`src/rtl/mem_port_arbiter.sv`:
```
// Memory port arbiter: shares one processor-memory port between the LSQ (data side)
// and the icache (fetch side). Grant and response routing are combinational; a
// registered tag-ownership table steers returning load data back to its issuer.
module mem_port_arbiter #(
  parameter int unsigned NUM_TAGS     = 15,
  parameter int unsigned STARVE_LIMIT = 4,
  parameter int unsigned CNT_W        = 4
) (
  input  logic             clk,
  input  logic             reset,

  input  logic [1:0]       lsq2arb_command,
  input  logic [63:0]      lsq2arb_addr,
  input  logic [63:0]      lsq2arb_data,

  input  logic [1:0]       icache2arb_command,
  input  logic [63:0]      icache2arb_addr,

  input  logic [3:0]       mem2arb_response,
  input  logic [3:0]       mem2arb_tag,
  input  logic [63:0]      mem2arb_data,

  output logic [1:0]       arb2mem_command,
  output logic [63:0]      arb2mem_addr,
  output logic [63:0]      arb2mem_data,

  output logic [3:0]       arb2lsq_response,
  output logic [3:0]       arb2icache_response,
  output logic [3:0]       arb2lsq_tag,
  output logic [3:0]       arb2icache_tag,
  output logic [63:0]      arb2req_data,

  output logic [CNT_W-1:0] lsq_outstanding,
  output logic [CNT_W-1:0] icache_outstanding,
  output logic             tag_table_full
);

  localparam logic [1:0] BUS_NONE  = 2'h0;
  localparam logic [1:0] BUS_LOAD  = 2'h1;
  localparam logic [1:0] BUS_STORE = 2'h2;

  localparam int unsigned         STARVE_W   = $clog2(STARVE_LIMIT + 1);
  localparam logic [STARVE_W-1:0] STARVE_MAX = STARVE_W'(STARVE_LIMIT);
  localparam logic [3:0]          MAX_TAG    = 4'(NUM_TAGS);

  // Ownership table, indexed directly by tag; entry 0 is never allocated.
  logic [NUM_TAGS:0]   owner_valid_q, owner_valid_d;
  logic [NUM_TAGS:0]   owner_lsq_q, owner_lsq_d;
  logic [STARVE_W-1:0] starve_q, starve_d;
  logic [CNT_W-1:0]    lsq_cnt_q, lsq_cnt_d;
  logic [CNT_W-1:0]    icache_cnt_q, icache_cnt_d;

  logic lsq_req, icache_req;
  logic lsq_grant, icache_grant;
  logic acc_valid;
  logic ret_hit, ret_lsq;

  // Request decode and priority: LSQ by default, icache when LSQ idle or starved out.
  always_comb begin
    lsq_req      = (lsq2arb_command == BUS_LOAD) || (lsq2arb_command == BUS_STORE);
    // An icache store is meaningless and is ignored.
    icache_req   = (icache2arb_command == BUS_LOAD);
    icache_grant = icache_req && (!lsq_req || (starve_q == STARVE_MAX));
    lsq_grant    = lsq_req && !icache_grant;
  end

  // Forward the winner to memory and hand memory's response to the winner only.
  always_comb begin
    arb2mem_command     = BUS_NONE;
    arb2mem_addr        = '0;
    arb2mem_data        = '0;
    arb2lsq_response    = '0;
    arb2icache_response = '0;
    if (lsq_grant) begin
      arb2mem_command  = lsq2arb_command;
      arb2mem_addr     = lsq2arb_addr;
      arb2mem_data     = lsq2arb_data;
      arb2lsq_response = mem2arb_response;
    end else if (icache_grant) begin
      arb2mem_command     = BUS_LOAD;
      arb2mem_addr        = icache2arb_addr;
      arb2icache_response = mem2arb_response;
    end
  end

  // Route returning data to the current owner of its tag; unowned tags go nowhere.
  always_comb begin
    ret_hit        = (mem2arb_tag != 4'd0) && (mem2arb_tag <= MAX_TAG) &&
                     owner_valid_q[mem2arb_tag];
    ret_lsq        = owner_lsq_q[mem2arb_tag];
    arb2lsq_tag    = (ret_hit && ret_lsq)  ? mem2arb_tag : 4'd0;
    arb2icache_tag = (ret_hit && !ret_lsq) ? mem2arb_tag : 4'd0;
    arb2req_data   = mem2arb_data;
  end

  // Next table/counter/starvation state; a same-tag return+accept lets the new owner win.
  always_comb begin
    acc_valid = (mem2arb_response != 4'd0) && (mem2arb_response <= MAX_TAG) &&
                ((lsq_grant && (lsq2arb_command == BUS_LOAD)) || icache_grant);

    owner_valid_d = owner_valid_q;
    owner_lsq_d   = owner_lsq_q;
    if (ret_hit) begin
      owner_valid_d[mem2arb_tag] = 1'b0;
    end
    if (acc_valid) begin
      owner_valid_d[mem2arb_response] = 1'b1;
      owner_lsq_d[mem2arb_response]   = lsq_grant;
    end

    lsq_cnt_d    = lsq_cnt_q + CNT_W'(acc_valid && lsq_grant)
                             - CNT_W'(ret_hit && ret_lsq);
    icache_cnt_d = icache_cnt_q + CNT_W'(acc_valid && icache_grant)
                                - CNT_W'(ret_hit && !ret_lsq);

    starve_d = starve_q;
    if (icache_req && !icache_grant) begin
      if (starve_q != STARVE_MAX) begin
        starve_d = starve_q + STARVE_W'(1);
      end
    end else if (icache_grant && (mem2arb_response != 4'd0)) begin
      starve_d = '0;
    end
  end

  // State registers; reset discards all ownership immediately.
  always_ff @(posedge clk or negedge reset) begin
    if (!reset) begin
      owner_valid_q <= '0;
      owner_lsq_q   <= '0;
      starve_q      <= '0;
      lsq_cnt_q     <= '0;
      icache_cnt_q  <= '0;
    end else begin
      owner_valid_q <= owner_valid_d;
      owner_lsq_q   <= owner_lsq_d;
      starve_q      <= starve_d;
      lsq_cnt_q     <= lsq_cnt_d;
      icache_cnt_q  <= icache_cnt_d;
    end
  end

  // Status outputs straight from state.
  always_comb begin
    lsq_outstanding    = lsq_cnt_q;
    icache_outstanding = icache_cnt_q;
    tag_table_full     = &owner_valid_q[NUM_TAGS:1];
  end

endmodule

```
`config.mk`:
```
export PLATFORM = sky130hd
export DESIGN_NAME = mem_port_arbiter
export DESIGN_NICKNAME = d
export VERILOG_FILES = /design/src/rtl/mem_port_arbiter.sv
export SDC_FILE = /design/constraint.sdc
export NUM_CORES = 1
export LEC_CHECK = 0
export CAP_MARGIN = 20
export CORE_AREA = 2 2 191 193
export CTS_CLUSTER_SIZE = 10
export DETAILED_ROUTE_END_ITERATION = 6
export DIE_AREA = 0 0 193 195
export SLEW_MARGIN = 20
export SYNTH_ARGS = -nofsm -noshare
export SYNTH_HDL_FRONTEND = slang
export SYNTH_SLANG_ARGS = --single-unit
```
`constraint.sdc`:
```
create_clock -name clk -period 5.7 [get_ports clk]
set_input_delay 0.57 -clock clk [delete_from_list [all_inputs] [get_ports clk]]
set_output_delay 0.57 -clock clk [all_outputs]
set_load 0.02 [all_outputs]
```
==> results of run 1 <==
-- cell type report --
class | count | share of cell area (%)
inverters | 18 | 0.821
clock buffers | 6 | 1.57
flip-flops and latches | 43 | 13.1
clock inverters | 1 | 0.365
multi-input cells | 424 | 32.8
repair buffers | 364 | 44.4
well taps | 461 | 7.01
-- power by group through the flow --
stage	combinational, W	sequential, W	clock [W]
6_report	0.000978	0.000451	0.000316
5_1_grt	0.00107	0.000462	0.000337
4_1_cts	0.000990	0.000451	0.000323
3_5_place_dp	0.000982	0.000457	0
3_3_place_gp	0.000970	0.000456	0
2_1_floorplan	0.000543	0.000473	0
-- cell families after synthesis --
logic type	Yosys count	share of synthesized area, %
AND/OR/NAND/NOR	279	33.6
buffers and inverters	123	16.2
AO/OA/AOI/OAI	101	12.9
flip-flops	43	24.0
multiplexers	24	7.91
adder cells (fa/ha/maj)	13	3.97
XOR/XNOR	7	1.37
-- metal layers --
| layer | vias up | track usage [%] | part of all wire (%) |
|---|---|---|---|
| li1 | 2405 | - | - |
| met1 | 2205 | 13.5 | 43 |
| met2 | 250 | 17.5 | 48 |
| met3 | 8 | 3.34 | 8.4 |
| met4 | 0 | 1.80 | 0.86 |
| met5 | - | 0 | 0 |
-- registers in the layout, indices dropped and copies added, names as in the netlist --
signal              flops
starve_q                3
owner_valid_q          16
lsq_outstanding         4
icache_outstanding      4
owner_lsq_q            16
-- worst min-delay path by stage --
stage	start	end	slack [ns]	cells after the start
3_5_place_dp	owner_valid_q[0]	owner_valid_q[0]	0.37	0
3_3_place_gp	owner_valid_q[0]	owner_valid_q[0]	0.38	0
2_1_floorplan	reset	icache_outstanding[0]	0.27	0
5_1_grt	reset	owner_lsq_q[12]	0.20	1
4_1_cts	owner_valid_q[0]	owner_valid_q[0]	0.38	0
6_report	reset	owner_valid_q[8]	0.18	1
-- cell usage after synthesis, types with 5 or more instances --
library cell,number,area share [%]
buf_2,6,0.67
and2_1,70,9.8
xnor2_1,5,0.98
o21ai_0,81,9.1
dfrtp_1,43,24
nand3_1,10,1.1
ha_1,11,3.1
nor2_1,10,0.84
and3_1,5,0.70
clkbuf_1,29,2.4
nand2b_1,68,9.5
nand4_1,10,1.4
buf_4,64,11
mux4_2,5,2.5
inv_1,18,1.5
mux2_2,15,3.8
nand2_1,86,7.2
nor2b_1,6,0.84
-- metrics by stage --
stage               hold slack [ns]  total power, W  util (%)  setup WS (ns)
global placement              0.379         0.00143      22.7           1.64
global route                  0.201         0.00187      23.2           1.45
finish                        0.185         0.00174      23.2           1.63
floorplan                     0.274         0.00102         -           2.66
detailed placement            0.367         0.00144      22.7           1.63
CTS                           0.383         0.00176      23.2           1.60
-- critical path: stages --
cell	delay (ns)
clkdlybuf4s50_1	0.90
mux4_2	0.60
a22o_1	0.24
a221oi_2	0.35
o311a_1	0.25
clkdlybuf4s50_1	0.60
-- layout by cell type, fill, tap and decap left out, drive strengths merged, types with 6 or more instances in the layout --
| master | n |
|---|---|
| nand2b | 68 |
| nand2 | 86 |
| nor2b | 6 |
| nand3 | 10 |
| dfrtp | 43 |
| and2 | 70 |
| nand4 | 10 |
| mux4 | 7 |
| inv | 18 |
| clkbuf | 6 |
| ha | 11 |
| clkdlybuf4s50 | 359 |
| o21ai | 82 |
| mux2 | 15 |
| nor2 | 10 |
==> flow_metrics.tcl, run 1 <==
set metrics [dict create \
    status "completed" \
    dr_total_vias 4868 \
    synth_nets 873 \
    relSlewSlack_pct 33.3 \
    peakVddDrop_mv 0.256 \
    power_frac_seq_pct 25.9 \
    htreeDepth 2 \
    clk_latency_ns 0.28 \
    fillers 3950 \
    cp-endpoint "arb2icache_tag[0]" \
    yosysWarnings 0 \
    area_delta_synth_final_pct 83.7 \
    startpoint "mem2arb_tag[0]" \
    drtIter0Drc 160 \
    synth_edf_count 0 \
    viasPerCell 3.70 \
    r2r_cells 9 \
    numCtsBuffers 5 \
    first_global_vias 5016 \
    grt_pass1_wl_mm 30.5 \
    die_w_um 193 \
    seq_area_sq_mm 0.00108 \
    first_pass_iters 4 \
    tns_ns 0 \
    synthArstFlopShare_pct 100 \
    placed_area_sq_mm 0.00805 \
    cp_max_fo 15 \
    netlist_area_sq_mm 0.00448 \
    die_h_um 195 \
    switching_share_pct 36.2 \
    yosys.cell_types.count 44 \
    intPower_w 0.00111 \
    r2r_start "owner_valid_q[15]" \
    maxCapViolations 0 \
    syn_avg_cell_area_sq_um 7.59 \
    required_ns 5.13 \
    rsz0062_at_grt "false" \
    worstSetupPathType "in2out" \
    multi_input_area_sq_mm 0.00270 \
    ctsHoldBuffers 0 \
    portBuffers 360 \
    synth_cells 590 \
    dp_hpwl_mm 17.0 \
    cts_resized 0 \
    place_inst 1309 \
    gp_congestion 0.793 \
    post-route-min-period_ns 4.07 \
    synth_seq_cells 43 \
    antenna_cells 0 \
    hold_class "in2async" \
    drc 0 \
    antenna_found_initial 0 \
    comb_power_share_pct 56.0 \
    finalHoldViolCount 0 \
    reg2reg_to "icache_outstanding[2]" \
    rows 69 \
    core_sq_mm 0.0354 \
    gr-total-overflow 0 \
    gr-usage-all-layers_pct 10.6 \
    setup_viol 0 \
    tightest_slew_ns 0.994 \
    clock_tree.root_cell "clkbuf_16" \
    grt_max_degree 100 \
    num-nets-final 1139 \
    path_clk_slew_ns 0.06 \
    maxSlewViolCount 0 \
    fin_cells 1317 \
    synth_top_flop_cell "dfrtp_1" \
    p_per_area_mw_per_mm2 212 \
    reg2reg_slack_ns 2.85 \
    seq_area_frac_synth_pct 24.0 \
    wire_per_inst_um 15.5 \
    die_area_sq_mm 0.0376 \
    power_switching_w 0.000631 \
    drive_above_1_share_pct 4.79 \
    clock.fmax_mhz 246 \
    period_share_pct 71.4 \
    clockBufferDepth 2 \
    antenna_left 0 \
    initial_core_util_pct 12.7 \
    finalInstanceArea_sq_mm 0.00823 \
    io-pin-count 489 \
    cts.sink_count 43 \
    leakage_nw 3.22 \
    cp_data_arrival_time_ns 3.50 \
    endpoint_kind "output pin" \
    post-cts-setup-buffers 0 \
    p_clk_share_pct 18.1 \
    cp-start-kind "input pin" \
    drt-total-wl_mm 20.5 \
    cts_tree "yes" \
    fin_skew_ns 0.00191 \
]
Note: power is estimated with default switching activity, not from simulation.
==> run 2, diff against run 1 <==
==> constraint.sdc (replaced) <==
create_clock -name clk -period 3.42 [get_ports clk]
set_input_delay 0.342 -clock clk [delete_from_list [all_inputs] [get_ports clk]]
set_output_delay 0.342 -clock clk [all_outputs]
set_load 0.02 [all_outputs]
==> flow_metrics.tcl, run 2 (synthesis gave the netlist of run 1 again) <==
set metrics [dict create \
    antenna_cells 0 \
    period_share_pct 96.8 \
    status "completed" \
    largestRegisters "owner_lsq_q (16), owner_valid_q (16)" \
    cts_resized 0 \
    die_area_sq_mm 0.0376 \
    rsz0062_at_grt "false" \
    cts_tree "yes" \
    grt_pass1_wl_mm 30.3 \
    fin_skew_ns 0.00697 \
    finalPower_w 0.00296 \
    viasPerCell 3.73 \
    p_clk_share_pct 18.4 \
    endpoint_kind "output pin" \
    die_w_um 193 \
    r2r_cells 10 \
    tightest_slew_ns 0.969 \
    clock_tree.root_cell "clkbuf_16" \
    holdWs_ns 0.0403 \
    leakage_nw 3.31 \
    r2r_start "owner_lsq_q[3]" \
    wire_per_inst_um 15.5 \
    first_pass_iters 4 \
    path_clk_slew_ns 0.06 \
    relSlewSlack_pct 35.0 \
    gp_congestion 0.810 \
    antenna_found_initial 0 \
    dp_hpwl_mm 17.5 \
    drc 0 \
    worstSetupPathType "in2out" \
    dp_slack_ns 0.0732 \
    peakVddDrop_mv 0.388 \
    reg2reg_slack_ns 0.73 \
    gr-total-overflow 0 \
    area_delta_synth_final_pct 86.6 \
    final_common_cell "clkdlybuf4s50_1" \
    first_global_vias 5103 \
    cts.sink_count 43 \
    finalInstanceArea_sq_mm 0.00836 \
    drive_above_1_share_pct 7.23 \
    core_sq_mm 0.0354 \
    num-nets-final 1153 \
    grt_max_degree 86 \
    numCtsBuffers 5 \
    maxCapViolations 0 \
    hold_class "in2async" \
    htreeDepth 2 \
    cp-start-kind "input pin" \
    p_per_area_mw_per_mm2 354 \
    post-cts-setup-buffers 0 \
    tns_ns 0 \
    dr_total_vias 4970 \
    switching_share_pct 36.4 \
    power_frac_seq_pct 25.6 \
    final_cell_mix "353 x clkdlybuf4s50_1, 86 x nand2_1, 81 x o21ai_0" \
    clk_latency_ns 0.29 \
    die_h_um 195 \
    io-pin-count 489 \
    clock.fmax_mhz 302 \
    comb_power_share_pct 56.1 \
    cp_data_arrival_time_ns 2.97 \
    clockBufferDepth 2 \
    maxSlewViolCount 0 \
    intPower_w 0.00188 \
    drtIter0Drc 211 \
    ctsHoldBuffers 0 \
    setup_viol 0 \
    portBuffers 360 \
    reg2reg_to "icache_outstanding[3]" \
    cp_max_fo 15 \
    worst_slack_ns 0.108 \
    required_ns 3.08 \
    initial_core_util_pct 12.7 \
    gr-usage-all-layers_pct 10.4 \
    drt-total-wl_mm 20.6 \
    rows 69 \
    power_switching_w 0.00108 \
    antenna_left 0 \
    post-route-min-period_ns 3.31 \
    finalHoldViolCount 0 \
    placed_area_sq_mm 0.00819 \
]
-- run 2: power groups by stage --
stage / combinational [W] / sequential, W / clock, W
2_1_floorplan: 0.000904 / 0.000788 / 0
3_3_place_gp: 0.00165 / 0.000762 / 0
3_5_place_dp: 0.00167 / 0.000766 / 0
4_1_cts: 0.00168 / 0.000757 / 0.000558
5_1_grt: 0.00180 / 0.000775 / 0.000576
6_report: 0.00166 / 0.000756 / 0.000543
-- run 2: layer usage --
layer / track usage, % / routed length (um)
met1: 13.3 / 8800
met2: 17.1 / 9770
met3: 3.40 / 1750
met4: 2.22 / 325
met5: 0 / 0
-- run 2: per-stage QoR --
step,util [%],std cells
final,23.6,1332
after detailed placement,23.1,1324
after CTS,23.6,1332
after global routing,23.6,1332
after global placement,23.1,1324
after floorplan,-,590
-- run 2: worst max path at each step --
stage	startpoint	endpoint	slack, ns	cells past startpoint
floorplan	mem2arb_tag[1]	icache_outstanding[2]	0.61	10
global placement	mem2arb_tag[0]	lsq_outstanding[1]	0.08	12
detailed placement	mem2arb_tag[0]	lsq_outstanding[1]	0.07	12
CTS	mem2arb_tag[0]	arb2icache_tag[3]	0.1	8
global route	mem2arb_tag[0]	arb2icache_tag[3]	0.0004	8
finish	mem2arb_tag[0]	arb2icache_tag[3]	0.11	8
-- run 2: area by class of cell --
class	count	area, sq um
fill	3898	27000
timing repair buffer	378	3770
multi-input combinational	424	2700
sequential	43	1080
tap	461	577
clock buffer	5	125
inverter	18	67.6
clock inverter	3	43.8
-- run 2: critical path, cell delays in order --
cell and delay (ns):
clkdlybuf4s50_1 0.50, buf_12 0.16, mux4_2 0.50, a22o_1 0.24
a221o_1 0.29, buf_4 0.16, nor3_2 0.16, clkdlybuf4s50_1 0.62
==> run 3, diff against run 2 <==
--- a/config.mk
+++ b/config.mk
@@ -10,6 +10,7 @@
 export CTS_CLUSTER_SIZE = 10
 export DETAILED_ROUTE_END_ITERATION = 6
 export DIE_AREA = 0 0 193 195
+export GPL_TIMING_DRIVEN = 0
 export SLEW_MARGIN = 20
 export SYNTH_ARGS = -nofsm -noshare
 export SYNTH_HDL_FRONTEND = slang
==> flow_metrics.tcl, run 3 (synthesis gave the netlist of run 1 again) <==
set metrics [dict create \
    status "completed" \
    cp-start-kind "input pin" \
    maxCapViolations 0 \
    worstSetupPathType "in2out" \
    dp_hpwl_mm 20.7 \
    r2r_cells 9 \
    holdWs_ns 0.455 \
    antenna_left 0 \
    post-cts-setup-buffers 0 \
    gp_congestion 0.817 \
    first_global_vias 5645 \
    r2r_start "owner_valid_q[15]" \
    placed_area_sq_mm 0.00930 \
    clockBufferDepth 2 \
    clock_tree.root_cell "clkbuf_16" \
    viasPerCell 3.74 \
    min_delay_path_depth 1 \
    drtIter0Drc 175 \
    drc 0 \
    period_share_pct 95.0 \
    first_pass_iters 4 \
    peakVddDrop_mv 0.368 \
    reg2reg_to "icache_outstanding[2]" \
    die_area_sq_mm 0.0376 \
    setup_viol 0 \
    required_ns 3.08 \
    drive_above_1_share_pct 12.3 \
    drt-total-wl_mm 24.1 \
    clk_latency_ns 0.29 \
    endpoint_kind "output pin" \
    hold_end "owner_lsq_q[0]" \
    antenna_found_initial 0 \
    clock.fmax_mhz 308 \
    hold_class "reg2reg" \
    cp_data_arrival_time_ns 2.91 \
    cts.sink_count 43 \
    largestRegisters "owner_lsq_q (16), owner_valid_q (16)" \
    p_per_area_mw_per_mm2 327 \
    post-route-min-period_ns 3.25 \
    io-pin-count 489 \
    reg2reg_slack_ns 0.58 \
    final_cell_mix "345 x clkdlybuf4s50_1, 86 x nand2_1, 81 x o21ai_0" \
    die_h_um 195 \
    maxSlewViolCount 0 \
    finalInstanceArea_sq_mm 0.00967 \
    dr_total_vias 5544 \
    final_common_cell "clkdlybuf4s50_1" \
    finalHoldViolCount 0 \
    tightest_slew_ns 0.553 \
    grt_pass1_wl_mm 34.3 \
    num-nets-final 1304 \
    grt_max_degree 33 \
    relSlewSlack_pct 62.9 \
    rows 69 \
    numCtsBuffers 5 \
    rsz0062_at_grt "false" \
    leakage_nw 4.77 \
    die_w_um 193 \
    initial_core_util_pct 12.7 \
    area_delta_synth_final_pct 116 \
    path_clk_slew_ns 0.06 \
    cts_tree "yes" \
    portBuffers 422 \
    htreeDepth 2 \
    gr-usage-all-layers_pct 12.0 \
    cp_max_fo 10 \
    wire_per_inst_um 16.3 \
    fin_skew_ns 0.00610 \
    gr-total-overflow 0 \
    fillers 3843 \
    min_from "owner_lsq_q[0]" \
    core_sq_mm 0.0354 \
    antenna_cells 0 \
]
## run 3: cell types whose count changed in the layout (fill, tap and decap cells not counted), moves of 3 or more
cell             previous run  this run
clkdlybuf4s50_1           353       345
buf_4                      21        64
clkbuf_2                    0        10
buf_12                      4         1
dlygate4sd2_1               0        20
clkbuf_1                    0        18
clkbuf_4                    0         3
buf_6                       0         4
dlymetal6s2s_1              0        56
buf_2                       0         6
## run 3: cell type report
class,count,area (sq um),share of cell area (%)
plain buffers,105,694,7.18
clock inverters,2,38.8,0.401
inverters,18,67.6,0.699
multi-input cells,424,2710,28.0
repair buffers,424,4360,45.2
clock buffers,6,139,1.44
well taps,461,577,5.97
flip-flops and latches,43,1080,11.1
## run 3: per-layer routing
layer	part of all wire [%]	GRT usage, %
met4	2.4	3.56
met1	42	15.1
met2	49	20.1
met3	7.3	2.84
met5	0	0
## run 3: through the flow
| step | instances | setup slack (ns) | power [W] | util, % | setup TNS, ns |
|---|---|---|---|---|---|
| after floorplan | 590 | 0.606 | 0.00169 | - | 0 |
| after global placement | 1473 | -0.808 | 0.00259 | 26.2 | -74.05 |
| after detailed placement | 1474 | -0.789 | 0.00262 | 26.3 | -75.61 |
| after CTS | 1483 | 0.0109 | 0.00321 | 26.9 | 0 |
| after global routing | 1483 | 0.00981 | 0.00337 | 27.3 | 0 |
| final | 1483 | 0.170 | 0.00316 | 27.3 | 0 |
## run 3: how the worst max path moves through the flow
stage,start,endpoint,slack (ns),cells after the start
after floorplan,mem2arb_tag[1],icache_outstanding[2],0.61,10
after global placement,lsq2arb_command[1],arb2mem_data[33],-0.81,11
after detailed placement,lsq2arb_command[1],arb2mem_data[33],-0.79,11
after CTS,lsq2arb_command[0],arb2mem_data[32],0.01,10
after global routing,lsq2arb_command[1],arb2mem_addr[49],0.01,11
final,lsq2arb_command[0],arb2mem_data[33],0.17,10
## run 3: worst max-delay path, cell delays in order
cell and delay (ns):
clkdlybuf4s50_1 0.54, ha_4 0.26, a21oi_4 0.20, nor2_4 0.09
buf_6 0.16, nor2_1 0.17, buf_6 0.19, clkbuf_2 0.22
and2_1 0.32, dlygate4sd2_1 0.40
## run 3: timing repair
item,in CTS,in global routing
resized for setup,38,70
setup endpoints to repair,133,78
hold endpoints to repair,11,0
hold buffers,1,0
## run 3: power breakdown
part           switching (W)  internal [W]
sequential         0.0000928      0.000648
combinational       0.000880      0.000971
clock               0.000201      0.000367
